## src/rtl/mem_arb_pkg.sv

```systemverilog
// mem_arb_pkg: shared types and constants for the memory arbiter
package mem_arb_pkg;
  localparam int BLOCK_WORDS = 8;
  localparam int OFFSET_BITS = 4;
  localparam logic REQ_I = 1'b0;
  localparam logic REQ_D = 1'b1;
  typedef enum logic [1:0] {IDLE, IFILL, DFILL, DWRITE} state_t;
endpackage

```

## src/rtl/mem_arbiter_word_counter.sv

```systemverilog
// word_counter_3b: 3-bit word counter with enable and synchronous clear, wraps 7->0
module word_counter_3b (
  input  logic       clk,
  input  logic       rst_n,
  input  logic       en,
  input  logic       clr,
  output logic [2:0] cnt
);
  // clear wins over increment so a block end always restarts at word 0
  always_ff @(posedge clk or negedge rst_n)
    if (!rst_n) cnt <= '0;
    else if (clr) cnt <= '0;
    else if (en) cnt <= cnt + 3'd1;
endmodule

```

## src/rtl/mem_arbiter.sv

```systemverilog
// mem_arbiter: shares one memory port between I fill, D fill and D write-through
module mem_arbiter
  import mem_arb_pkg::*;
#(
  parameter int BLOCK_WORDS = 8,
  parameter int ADDR_W = 16
) (
  input  logic              clk,
  input  logic              rst_n,
  input  logic              i_miss,
  input  logic [ADDR_W-1:0] i_miss_addr,
  output logic              i_busy,
  output logic              i_data_valid,
  output logic [2:0]        i_word_idx,
  output logic              i_fill_done,
  input  logic              d_miss,
  input  logic [ADDR_W-1:0] d_miss_addr,
  output logic              d_busy,
  output logic              d_data_valid,
  output logic [2:0]        d_word_idx,
  output logic              d_fill_done,
  input  logic              d_wr_req,
  input  logic [ADDR_W-1:0] d_wr_addr,
  input  logic [ADDR_W-1:0] d_wr_data,
  output logic              d_wr_ack,
  output logic              mem_en,
  output logic              mem_wr,
  output logic [ADDR_W-1:0] mem_addr,
  output logic [ADDR_W-1:0] mem_data_in,
  input  logic              mem_data_valid
);
  state_t state, state_nxt;
  logic last_miss, issued, fill, issuing, recv, last_word, pick_d;
  logic [ADDR_W-OFFSET_BITS-1:0] base;
  logic [ADDR_W-1:0] wr_addr, wr_data;
  logic [2:0] issue_cnt, recv_cnt;
  logic unused;

  assign unused = ^{i_miss_addr[OFFSET_BITS-1:0], d_miss_addr[OFFSET_BITS-1:0]};
  assign fill = (state == IFILL) || (state == DFILL);
  assign issuing = fill && !issued;
  assign recv = fill && mem_data_valid;
  assign last_word = recv && (recv_cnt == 3'(BLOCK_WORDS - 1));
  assign pick_d = d_miss && (!i_miss || last_miss == REQ_I);

  word_counter_3b u_issue (.clk(clk), .rst_n(rst_n), .en(issuing), .clr(last_word), .cnt(issue_cnt));
  word_counter_3b u_recv (.clk(clk), .rst_n(rst_n), .en(recv), .clr(last_word), .cnt(recv_cnt));

  // next state: writes beat misses, contested misses alternate via last_miss
  always_comb begin
    state_nxt = state;
    case (state)
      IDLE:         state_nxt = d_wr_req ? DWRITE : pick_d ? DFILL : i_miss ? IFILL : IDLE;
      IFILL, DFILL: state_nxt = last_word ? IDLE : state;
      default:      state_nxt = IDLE;
    endcase
  end

  // state, grant latches and issue-phase completion flag
  always_ff @(posedge clk or negedge rst_n)
    if (!rst_n) begin
      state <= IDLE;
      last_miss <= REQ_I;
      issued <= 1'b0;
      base <= '0;
      wr_addr <= '0;
      wr_data <= '0;
    end else begin
      state <= state_nxt;
      issued <= last_word ? 1'b0 : (issuing && issue_cnt == 3'(BLOCK_WORDS - 1)) ? 1'b1 : issued;
      if (state == IDLE && state_nxt == DWRITE) begin
        wr_addr <= d_wr_addr;
        wr_data <= d_wr_data;
      end
      if (state == IDLE && state_nxt == DFILL) begin
        base <= d_miss_addr[ADDR_W-1:OFFSET_BITS];
        last_miss <= REQ_D;
      end
      if (state == IDLE && state_nxt == IFILL) begin
        base <= i_miss_addr[ADDR_W-1:OFFSET_BITS];
        last_miss <= REQ_I;
      end
    end

  // outputs decode only from registered state, so requests never reach mem_* combinationally
  always_comb begin
    mem_en = issuing || state == DWRITE;
    mem_wr = state == DWRITE;
    mem_addr = issuing ? {base, issue_cnt, 1'b0} : (state == DWRITE) ? wr_addr : '0;
    mem_data_in = (state == DWRITE) ? wr_data : '0;
    d_wr_ack = state == DWRITE;
    i_busy = state == IFILL;
    d_busy = state == DFILL || state == DWRITE;
    i_data_valid = state == IFILL && mem_data_valid;
    d_data_valid = state == DFILL && mem_data_valid;
    i_word_idx = (state == IFILL) ? recv_cnt : 3'd0;
    d_word_idx = (state == DFILL) ? recv_cnt : 3'd0;
    i_fill_done = state == IFILL && last_word;
    d_fill_done = state == DFILL && last_word;
  end
endmodule

```

## config.mk

```make
export PLATFORM = sky130hd
export DESIGN_NAME = mem_arbiter
export DESIGN_NICKNAME = d
export VERILOG_FILES = /design/src/rtl/mem_arb_pkg.sv /design/src/rtl/mem_arbiter_word_counter.sv /design/src/rtl/mem_arbiter.sv
export SDC_FILE = /design/constraint.sdc
export NUM_CORES = 1
export LEC_CHECK = 0
export BUFFER_PORTS_ARGS = -buffer_cell sky130_fd_sc_hd__buf_2
export CORE_UTILIZATION = 30
export CTS_CLUSTER_SIZE = 20
export DETAILED_ROUTE_END_ITERATION = 8
export PLACE_DENSITY = 0.61
export SYNTH_ARGS = -nofsm -noshare
export SYNTH_HDL_FRONTEND = slang
export SYNTH_SLANG_ARGS = --single-unit
```

## constraint.sdc

```tcl
create_clock -name clk -period 3.45 [get_ports clk]
set_clock_uncertainty 0.1 [all_clocks]
set_input_delay 0.1725 -clock clk [delete_from_list [all_inputs] [get_ports clk]]
set_output_delay 0.1725 -clock clk [all_outputs]
set_load 0.01 [all_outputs]
```

# Word level (Yosys, flattened, before mapping)
# Cells that the tools add are included.
# totals
register_bits	54
in_bits	70
wordCells	63
# op_classes
addsub	2
n_eq_ne	8
mux	20
n_bitwise	1
reduce_logical	24
# op_table
op	count
$mux W16	3
$mux W12	2
$mux W3	6
$logic_and A1 B1 Y1	12
$eq A2 B2 Y1 const B	4
$reduce_bool A2 Y1	4
$add A3 B1 Y3 const B	2
$eq A3 B3 Y1 const B	2
$mux W2	3
$mux W1	5
$eq A2 B1 Y1 const B	2
$logic_or A1 B1 Y1	4
$pmux W2 S2	1
$logic_not A1 Y1	2
$logic_not A2 Y1	1
$reduce_or A2 Y1	1
$not A1 Y1	1

# Longest topological paths before layout
# Gate-level depths: netlist of run 1.
# depth
word_depth	10
ltp_mapped	9
mapped_depth_nobuf	7

# Cells and area by module
# From an unflattened synthesis of run 1, not the netlist that was laid out.
# hier_totals
cells_unflattened	280
hier_area_um2	2866.5
# modules_own_cells
mod	n_inst	cells_each	area_per_inst_um2	seq_area_each_um2
mem_arbiter	1	258	2593.7	1201.2
word_counter_3b	2	11	136.4	75.1

# Worst setup path before layout of run 1
# OpenSTA, ideal clock, no wires.
# synth_path
path_kind	register to register
startpoint	register state[1]
endpoint	register base[10]
t_arrival_ns	2.183
required_ns	3.225
slack_ns	1.042
stages_incl_launch_ff	9
path_buffers	1
path_cell_list	dfrtp_1 -> inv_1 -> ha_1 -> a21boi_0 -> nand2_1 -> a211oi_2 -> buf_4 -> mux2_2 -> mux2_4
# synth_via
elab_chain_cells	9
elab_cells_between_ends	15
# synth_rtl
item	line	rtl
start, declared	mem_arbiter.sv:32	state_t state, state_nxt;
start signal, assigned	mem_arbiter.sv:69	state <= state_nxt;
$eq A2 B1 Y1 or $eq A2 B2 Y1 (tied branches)	mem_arbiter.sv:40, mem_arbiter.sv:52	
$logic_or A1 B1 Y1	mem_arbiter.sv:40	assign fill = (state == IFILL) || (state == DFILL);
$logic_and A1 B1 Y1	mem_arbiter.sv:42	assign recv = fill && mem_data_valid;
$logic_and A1 B1 Y1	mem_arbiter.sv:43	assign last_word = recv && (recv_cnt == 3'(BLOCK_WORDS - 1));
$mux W2	mem_arbiter.sv:54	IFILL, DFILL: state_nxt = last_word ? IDLE : state;
$pmux W2 S2	mem_arbiter.sv:52	case (state)
$eq A2 B1 Y1 or $eq A2 B2 Y1 (tied branches)	mem_arbiter.sv:79, mem_arbiter.sv:75	
$logic_and A1 B1 Y1, on equally long branches	mem_arbiter.sv:79, mem_arbiter.sv:75	
$mux W12 or $reduce_bool A2 Y1 (tied branches)	n/a	
end signal, assigned	mem_arbiter.sv:76	base <= d_miss_addr[ADDR_W-1:OFFSET_BITS];
end signal, assigned	mem_arbiter.sv:80	base <= i_miss_addr[ADDR_W-1:OFFSET_BITS];
end, declared	mem_arbiter.sv:34	logic [ADDR_W-OFFSET_BITS-1:0] base;
# Several ways; a longest one is shown, not always the timed one.
# A chain may end at the register's enable or synchronous reset.

# Final worst setup path of run 1
# layout_path
startpoint	register state[1]
endpoint	register base[9]
# Same word-level chain as after synthesis.

==> summary.txt, run 1 <==
Pwr
  • Clock network power share: 11.3%
  • Switch share: 35.87%
  • Combinational Power Share: 50.4%
  • Reg power frac: 38.3%
  • Pwr dens: approximately 760 mW/mm2
  • P_leak: 1.929 nW
  • P_sw: 1.076 mW
  • Int Pwr: 1.923 mW
  • Maximum vdd drop: about 0.24 mV

Critical path
  • Critical path fanouts, max: 7
  • Buf/Inv on CP: 2
  • Crit end category: flop
  • Critical Path RT: 3.54 ns
  • Setup CP Type: reg2reg
  • Crit. path cell count: 8
  • Critical path cell sequence: inv_1 -> ha_1 -> a21boi_0 -> nand2_1 -> a211oi_2 -> buf_4 -> mux2_2 -> mux2_4
  • Crit. Startpoint: state[1]
  • Setup crit start kind: flop
  • Worst setup path endpoint: base[9]
  • Reg-to-Reg Start: state[1]
  • RR Endpoint: base[9]
  • Critical path's slowest cell: dfrtp_1
  • Delay-heaviest family, CP: multiplexers
  • CP arrival: 2.74 ns
  • Cell depth of the worst flop-to-flop path: 8
  • CP max stage delay: 0.41 ns
  • Register-to-register path setup slack: around 0.8 ns

Synthesis
  • Syn. warnings: 0
  • Ys async rst share: 100.0%
  • Post-synthesis cell type count: 33
  • Synth Area per Inst: ~11 um2
  • Number of flops mapped to enable cells by yosys: 0
  • Sequential share of the synthesized area: 47.43%
  • Syn Nets: 329
  • Post-Synth Simple-Gate Area: 14.10%
  • Main combinational cell family by area after synthesis: multiplexers
  • Compound-Gate Fraction of Synth Area: between 6 and 7%
  • XOR/XNOR share of the synthesized area: 0.3074%
  • Adder-cell share of the synthesized area: 3.513%
  • Top FF cell, synth: dfrtp_1
  • Multiplexer share of the synthesized area: approximately 25%
  • #FFs+latches synth: 54
  • Synthesized instance count: 251
  • Mapped Area: 0.002849 mm2

Layout
  • Antenna fix cells: 0
  • Most frequent cells in the layout: 108 x buf_2, 54 x dfrtp_1, 38 x mux2_2
  • Area delta synth->final: 38.30%
  • Share of cells above drive strength 1: 45.01%
  • FILL cells: approximately 900
  • Most common cell after layout, fill and taps aside: buf_2
  • Layout Nets: 469

Place
  • Global placement routability congestion: ~0.74
  • Port bufs: 108
  • Post-Place Setup Slack: 0.7766 ns
  • Hpwl dp: approximately 4600 um

Clock tree
  • # Post-CTS Setup Buffers: 0
  • CTS sink cnt: 54
  • Longest Clk Path Bufs: 2
  • CTS root buffer: clkbuf_8
  • CTS H-tree depth: 2
  • Cts bufs inserted: 5
  • Worst-Skew Late Latency: 0.30 ns
  • CTS tree: built
  • Clock-pin slew on the worst setup and hold paths: 0.09 ns

Routing
  • Via count: 2242
  • ANT nets after route: 0
  • Final wirelength: 6375 um
  • Avg WL per Cell: between 10 and 15 um
  • Routed vias/inst: 4.312
  • DR pass1 iterations: 4
  • DRC errors left: 0
  • Initial DRC count: a little under 70

STA
  • Max Freq: 377.1 MHz
  • Final Hold Fails: 0
  • Setup tns final: 0 ns
  • Post-layout minimum cycle time: approximately 2.7 ns
  • Setup violation total in the final timing report: 0
  • Worst Tran Pin Value: 0.7727 ns
  • Final Max Tran Viols: 0
  • Rel. slew slack: 48.49%
  • Worst setup margin: approximately 0.8 ns
  • Period utilization: 76.87%
  • RSZ-0062 raised after global routing: no

Global routing
  • GRT Util Overall: 13.21%
  • Initial antenna violation count: 0
  • First-pass GRT wire length: 10320 um
  • Largest net degree at the start of global routing: 36
  • Vias in the first global route: 2166
  • Grt total ovfl: 0

Floorplan
  • Die Y: 99.45 um
  • CORE AREA: 0.009240 mm2
  • Io pins: approximately 120
  • # rows: 35
  • Die Wd: around 100 um
  • Die area: between 0.009 and 0.01 mm2
  • Initial Utilization: 30.83%

Min path
  • Worst hold-check path type: in2reg

Status
  • Status: completed

Run
  • Maxcap violations: 0
[per-layer routing]
| layer | global-route usage (%) | share of wire (%) |
|---|---|---|
| met1 | 16.61 | 46 |
| met2 | 22.92 | 48 |
| met3 | 2.881 | 4.4 |
| met4 | 3.507 | 0.99 |
| met5 | 0 | 0 |
[worst min-delay path: stages]
cell	delay, ns
buf_2	0.07
mux2_1	0.11
mux2_4	0.13
[synth_stat cells (2+ instances only)]
cell / n / area (um2)
and2_1: 26 / 162.7
inv_1: 2 / 7.510
nor2b_1: 3 / 18.77
buf_4: 5 / 37.54
mux2_1: 9 / 101.4
nand2b_1: 4 / 25.02
mux2_4: 10 / 150.1
clkbuf_1: 7 / 26.28
mux2i_1: 2 / 20.02
dfrtp_1: 54 / 1351
nor2_1: 5 / 18.77
a21oi_1: 5 / 25.02
o21ai_0: 19 / 95.09
or2_2: 2 / 12.51
mux2_2: 38 / 427.9
ha_1: 8 / 100.1
nand2_1: 35 / 131.4
and3_1: 2 / 12.51
[timing repair]
| item | CTS | global route |
|---|---|---|
| resized for setup | 0 | 0 |
| hold buffers | 33 | 0 |
| endpoints found under the hold margin | 66 | 0 |
[worst min path at each step]
| stage | slack, ns | cells past startpoint | startpoint | end |
|---|---|---|---|---|
| final | 0.11 | 3 | i_miss_addr[7] | base[3] |
| after global routing | 0.12 | 3 | d_miss_addr[6] | base[2] |
| after CTS | 0.11 | 3 | i_miss_addr[7] | base[3] |
| after detailed placement | 0.21 | 1 | rst_n | wr_data[7] |
| after global placement | 0.20 | 1 | rst_n | wr_data[11] |
| after floorplan | -0.22 | 0 | rst_n | base[0] |
[area by class of cell]
class	instances	area, um2	share of cell area [%]
sequential	54	1351	34.30
tap	129	161.4	4.097
clock inverter	1	7.507	0.1905
timing repair buffer	148	923.4	23.44
multi-input combinational	180	1416	35.95
inverter	2	7.507	0.1905
clock buffer	6	72.57	1.842
[sequential cells by signal, indices dropped and copies added (netlist names)]
register     flops
base            12
issued           1
last_miss        1
state            2
u_issue.cnt      3
u_recv.cnt       3
wr_addr         16
wr_data         16
[kinds of logic after synthesis]
| kind of cell | after synthesis |
|---|---|
| compound gates | 32 |
| xor+xnor | 1 |
| fa+ha+maj | 8 |
| buf+inv | 17 |
| flops | 54 |
| mux | 59 |
| simple gates | 80 |
[power groups by stage]
stage / sequential (mW) / clock [mW] / combinational [mW]
2_1_floorplan: 1.10 / 0 / 1.14
3_3_place_gp: 1.15 / 0 / 1.47
3_5_place_dp: 1.16 / 0 / 1.51
4_1_cts: 1.15 / 0.358 / 1.54
5_1_grt: 1.20 / 0.381 / 1.68
6_report: 1.15 / 0.339 / 1.51
[metrics by stage]
stage / hold WS [ns] / cells / util, % / instance area, um2 / power (mW)
floorplan: -0.2231 / 251 / - / 2849 / 2.240
global placement: 0.2034 / 480 / 38.20 / 3530 / 2.619
detailed placement: 0.2118 / 480 / 38.20 / 3530 / 2.669
CTS: 0.1071 / 520 / 42.64 / 3940 / 3.050
global route: 0.1194 / 520 / 42.64 / 3940 / 3.257
finish: 0.1124 / 520 / 42.64 / 3940 / 2.999
(Power assumes the default switching activity.)
==> run 2: changes to the inputs <==
--- a/config.mk
+++ b/config.mk
@@ -9,7 +9,7 @@
 export CORE_UTILIZATION = 30
 export CTS_CLUSTER_SIZE = 20
 export DETAILED_ROUTE_END_ITERATION = 8
-export PLACE_DENSITY = 0.61
+export PLACE_DENSITY = 0.63
 export SYNTH_ARGS = -nofsm -noshare
 export SYNTH_HDL_FRONTEND = slang
 export SYNTH_SLANG_ARGS = --single-unit
==> constraint.sdc (replaced) <==
create_clock -name clk -period 2.2 [get_ports clk]
set_clock_uncertainty 0.1 [all_clocks]
set_input_delay 0.11 -clock clk [delete_from_list [all_inputs] [get_ports clk]]
set_output_delay 0.11 -clock clk [all_outputs]
set_load 0.01 [all_outputs]
==> summary.txt, run 2 (synthesis results as in run 1) <==
STA
  • Worst Tran Pin Value: 0.6159 ns (-0.1568 ns)
  • Final Max Tran Viols: 0 (unchanged)
  • Period utilization: 106.6% (+30 points)
  • Post-layout minimum cycle time: 2.346 ns (-0.3059 ns)
  • Max Freq: 426.2 MHz (+13%)
  • Setup violation total in the final timing report: 40 (+40)
  • RSZ-0062 raised after global routing: yes
  • Final Hold Fails: 0 (unchanged)
  • Worst setup margin: -0.1461 ns (-0.9441 ns)
  • Rel. slew slack: 58.94% (+10 points)
  • Hold slack: 0.05247 ns (-0.05994 ns)

Clock tree
  • CTS tree: built
  • CTS H-tree depth: 2 (unchanged)
  • CTS root buffer: clkbuf_8
  • Worst-Skew Late Latency: 0.30 ns (about the same)
  • Clock-pin slew on the worst setup and hold paths: 0.10 ns (about the same)
  • Cts bufs inserted: 5 (unchanged)
  • CTS sink cnt: 54 (unchanged)
  • Longest Clk Path Bufs: 2 (unchanged)

Run
  • Maxcap violations: 0 (unchanged)

Floorplan
  • Die area: 0.009890 mm2 (unchanged)
  • Initial Utilization: 30.83% (unchanged)
  • Io pins: 117 (unchanged)
  • CORE AREA: 0.009240 mm2 (unchanged)
  • Die Wd: 99.45 um (unchanged)
  • # rows: 35 (unchanged)
  • Die Y: 99.45 um (unchanged)

Routing
  • Via count: 2411 (+7.5%)
  • Final wirelength: 7934 um (+24%)
  • DR pass1 iterations: 3 (-1)
  • Initial DRC count: 80 (+18%)
  • Routed vias/inst: 4.432 (+2.8%)
  • Avg WL per Cell: 14.58 um (+19%)
  • DRC errors left: 0 (unchanged)
  • ANT nets after route: 0 (unchanged)

Critical path
  • Critical path cell sequence: ha_2 -> ha_4 -> a21boi_2 -> nand2_2 -> a211oi_4 -> buf_6 -> clkbuf_16 -> mux2_4 -> mux2_4
  • CP max stage delay: 0.42 ns (about the same)
  • Setup CP Type: reg2reg
  • Critical path fanouts, max: 5 (-2)
  • Setup crit start kind: flop
  • Crit end category: flop
  • Critical path's slowest cell: dfrtp_1
  • CP arrival: 2.44 ns (-0.30 ns)
  • Crit path top cell by count: mux2_4
  • Critical Path RT: 2.30 ns (-1.24 ns)

Layout
  • Antenna fix cells: 0 (unchanged)
  • Final Util: 49.32% (+6.7 points)
  • Area delta synth->final: 59.95%
  • FILL cells: 857 (-4.6%)
  • Most common cell after layout, fill and taps aside: buf_2
  • Layout Nets: 492 (+4.9%)
  • Most frequent cells in the layout: 108 x buf_2, 56 x mux2_4, 54 x dfrtp_1
  • Top flop regs: wr_addr: 16 flops, wr_data: 16 flops, base: 12 flops
  • Share of cells above drive strength 1: 53.01% (+8.0 points)

Global routing
  • GRT Util Overall: 15.99% (+2.8 points)
  • Largest net degree at the start of global routing: 39 (+8.3%)
  • Vias in the first global route: 2465 (+14%)
  • Met3 global-route usage: 3.022% (+0.14 points)
  • Most Used Layer, Global Route: met2
  • First-pass GRT wire length: 12330 um (+20%)
  • Met2 GRT Util: 27.72% (+4.8 points)
  • Met1 GRT Util: 20.67% (+4.1 points)
  • Grt total ovfl: 0 (unchanged)
  • Initial antenna violation count: 0 (unchanged)

Pwr
  • Maximum vdd drop: 0.4668 mV (+91%)
  • Pwr Total: 6.062 mW (+100%)
  • Pwr dens: 1330 mW/mm2 (+75%)
  • P_leak: 2.261 nW (+17%)

Status
  • Failing checks: setup timing
  • Status: complete, but fails checks

Min path
  • Worst hold-check path type: in2reg

Place
  • Port bufs: 108 (unchanged)
  • Global placement routability congestion: 0.7439 (+0.47%)
  • Hpwl dp: 4982 um (+7.4%)
==> run 2: cell count changes in the layout (fill, tap and decap cells not counted), sizes merged <==
cell      delta
buf         +21
clkbuf       +2
clkinv       +2
clkinvlp     -1
==> run 2: metrics by stage <==
stage                     area, um2  setup WS [ns]  instances  setup TNS, ns
after floorplan                2933       -0.07552        251        -0.7552
after global placement         3787       -0.06053        494         -1.115
after detailed placement       3787        -0.1252        494         -2.540
after CTS                      4469        -0.1263        540         -2.947
after global routing           4557        -0.2065        544         -6.281
final                          4557        -0.1461        544         -3.193
==> run 2: worst max-delay path: cells and delay by family, from the launching register on <==
kind	cells	cell delay (ns)
DFF	1	0.42
and+or+nand+nor	1	0.10
buffers and inverters	2	0.30
muxes	2	0.55
AOI/OAI and AO/OA	2	0.38
adders and majority gates	2	0.38
==> run 2: cell type report <==
type	count	area [um2]	share of cell area, %
clock buffer	6	72.57	1.593
tap	129	161.4	3.542
inverter	2	7.507	0.1647
multi-input combinational	180	1669	36.63
clock inverter	2	13.76	0.3020
timing repair buffer	171	1281	28.12
sequential	54	1351	29.65
==> run 2: where the power goes <==
part	internal (mW)	switching, mW
registers	1.51	0.295
logic	2.24	1.46
clock network	0.226	0.329
total	3.98	2.09
==> run 2: worst paths after layout <==
check                           depth (start not counted)  slack, ns     endpoint             from
worst min register to register                          1       0.41   wr_data[4]       wr_data[4]
worst max-delay path                                    9      -0.15      base[6]    u_recv.cnt[1]
worst max register to register                          9      -0.15      base[6]    u_recv.cnt[1]
worst min-delay path                                    3       0.05     base[10]  i_miss_addr[14]
max in group asynchronous                               3       1.16   wr_addr[4]            rst_n
min in group asynchronous                               2       0.24  wr_data[15]            rst_n
==> run 2: metal layers <==
layer  vias to the layer above  share of wire (%)
met4                         0                1.1
met2                        71                 51
met3                         9                4.0
li1                       1176                  -
met5                         -                  0
met1                      1155                 44
==> run 2: what timing repair did <==
action / 4_1_cts / 5_1_grt
cloned: 2 / 2
endpoints found under the setup margin: 44 / 46
hold buffers: 33 / 0
setup buffers: 3 / 2
pin swaps: 4 / 3
resized for setup: 44 / 6
hold endpoints to repair: 57 / 0
==> run 3: changes to the inputs <==
--- a/config.mk
+++ b/config.mk
@@ -7,6 +7,7 @@
 export LEC_CHECK = 0
 export BUFFER_PORTS_ARGS = -buffer_cell sky130_fd_sc_hd__buf_2
 export CORE_UTILIZATION = 30
+export CTS_BUF_LIST = sky130_fd_sc_hd__clkbuf_4 sky130_fd_sc_hd__clkbuf_8
 export CTS_CLUSTER_SIZE = 20
 export DETAILED_ROUTE_END_ITERATION = 8
 export PLACE_DENSITY = 0.63
==> summary.txt, run 3 (synthesis results as in run 1) <==
Critical path
  • Critical Path RT: 2.29 ns (about the same)
  • Crit end category: flop
  • CP arrival: 2.42 ns (-0.02 ns)
  • Setup crit start kind: flop
  • Setup CP Type: reg2reg
  • Critical path fanouts, max: 10 (+5)

Layout
  • Share of cells above drive strength 1: 52.67% (-0.34 points)
  • Top flop regs: wr_addr: 16 flops, wr_data: 16 flops, base: 12 flops
  • Most frequent cells in the layout: 108 x buf_2, 54 x mux2_4, 54 x dfrtp_1
  • Antenna fix cells: 0 (unchanged)
  • FILL cells: 867 (+1.2%)
  • Final Util: 48.82% (-0.50 points)
  • Design area: 0.004511 mm2 (-1.0%)
  • Area delta synth->final: 58.32%
  • Layout Cells excl Fill: 541 (-0.55%)
  • Layout Nets: 489 (-0.61%)
  • Most common cell after layout, fill and taps aside: buf_2

Floorplan
  • Die Y: 99.45 um (unchanged)
  • CORE AREA: 0.009240 mm2 (unchanged)
  • Die Wd: 99.45 um (unchanged)
  • Io pins: 117 (unchanged)
  • # rows: 35 (unchanged)
  • Initial Utilization: 30.83% (unchanged)
  • Die area: 0.009890 mm2 (unchanged)

Status
  • Failing checks: setup timing
  • Status: complete, but fails checks

Pwr
  • Pwr Total: 5.940 mW (-2.0%)
  • Pwr dens: 1317 mW/mm2 (-1.0%)
  • Maximum vdd drop: 0.4483 mV (-3.9%)
  • P_leak: 2.238 nW (-1.0%)

STA
  • Setup violation total in the final timing report: 44 (+10%)
  • Worst Tran Pin Value: 0.6188 ns (+0.002902 ns)
  • Rel. slew slack: 58.75% (-0.19 points)
  • Hold slack: 0.05337 ns (+0.0008910 ns)
  • Final Max Tran Viols: 0 (unchanged)
  • RSZ-0062 raised after global routing: yes
  • Period utilization: 105.8% (-0.86 points)
  • Setup tns final: -4.143 ns (-0.9500 ns)
  • Final Hold Fails: 0 (unchanged)
  • Worst setup margin: -0.1271 ns (+0.01900 ns)
  • Post-layout minimum cycle time: 2.327 ns (-0.01900 ns)
  • Max Freq: 429.7 MHz (+0.82%)

Global routing
  • Largest net degree at the start of global routing: 39 (unchanged)
  • Vias in the first global route: 2454 (-0.45%)
  • Grt total ovfl: 0 (unchanged)
  • Initial antenna violation count: 0 (unchanged)
  • GRT Util Overall: 15.93% (-0.060 points)
  • First-pass GRT wire length: 12250 um (-0.62%)

Routing
  • Final wirelength: 7812 um (-1.5%)
  • Avg WL per Cell: 14.44 um (-0.99%)
  • ANT nets after route: 0 (unchanged)
  • DRC errors left: 0 (unchanged)
  • Initial DRC count: 85 (+6.3%)
  • DR pass1 iterations: 4 (+1)
  • Via count: 2404 (-0.29%)
  • Routed vias/inst: 4.444 (+0.26%)

Clock tree
  • CTS tree: built
  • CTS root buffer: clkbuf_8
  • Worst-Skew Late Latency: 0.31 ns (about the same)
  • CTS H-tree depth: 2 (unchanged)
  • CTS sink cnt: 54 (unchanged)
  • Clock-pin slew on the worst setup and hold paths: 0.10 ns (about the same)
  • Cts bufs inserted: 5 (unchanged)
  • Longest Clk Path Bufs: 2 (unchanged)

Place
  • Global placement routability congestion: 0.7439 (unchanged)
  • Hpwl dp: 4982 um (unchanged)
  • Port bufs: 108 (unchanged)
  • Area post-placement: 0.003787 mm2 (unchanged)
  • Placed cells: 494 (unchanged)
  • Post-Place Setup Slack: -0.1252 ns (unchanged)

Min path
  • Worst hold-check path type: in2reg

Run
  • Maxcap violations: 0 (unchanged)
[run 3: where the power goes]
| part | total (mW) | internal [mW] | leakage (nW) | switching (mW) |
|---|---|---|---|---|
| clock network | 0.568 | 0.238 | 0.0486 | 0.330 |
| registers | 1.80 | 1.51 | 0.641 | 0.293 |
| logic | 3.57 | 2.15 | 1.55 | 1.42 |
| total | 5.94 | 3.90 | 2.24 | 2.05 |
[run 3: critical path: stages (launching register included)]
cell      delay (ns)
dfrtp_1         0.42
ha_2            0.21
ha_4            0.18
a21boi_4        0.16
nand2_2         0.10
a211oi_4        0.28
buf_12          0.19
mux2_4          0.31
mux2_4          0.26
[run 3: path summary, 6_finish.rpt]
kind | from | depth (start not counted) | slack, ns | endpoint
max in group asynchronous | rst_n | 3 | 1.16 | wr_addr[4]
min reg2reg | wr_data[4] | 1 | 0.41 | wr_data[4]
max | u_recv.cnt[1] | 8 | -0.13 | base[7]
min | i_miss_addr[14] | 3 | 0.05 | base[10]
min in group asynchronous | rst_n | 2 | 0.24 | wr_data[15]
max reg2reg | u_recv.cnt[1] | 8 | -0.13 | base[7]
[run 3: repair_timing]
item,in CTS,in global routing
setup buffers,3,0
hold endpoints to repair,57,0
pin swaps,2,7
endpoints found under the setup margin,44,46
hold buffers,33,0
gates resized for setup,40,7
gates cloned,2,2
[run 3: cell type report]
| type | count | area [um2] | share of cell area, % |
|---|---|---|---|
| Tap cell | 129 | 161.4 | 3.578 |
| Timing Repair Buffer | 168 | 1242 | 27.55 |
| Clock inverter | 2 | 13.76 | 0.3051 |
| Inverter | 2 | 7.507 | 0.1664 |
| Multi-Input combinational cell | 180 | 1658 | 36.75 |
| Sequential cell | 54 | 1351 | 29.96 |
| Clock buffer | 6 | 76.32 | 1.692 |
[run 3: routing by layer]
metal | wire, um | track usage (%)
met4 | 66 | 3.620
met1 | 3475 | 20.58
met5 | 0 | 0
met2 | 3988 | 27.62
met3 | 281 | 3.022
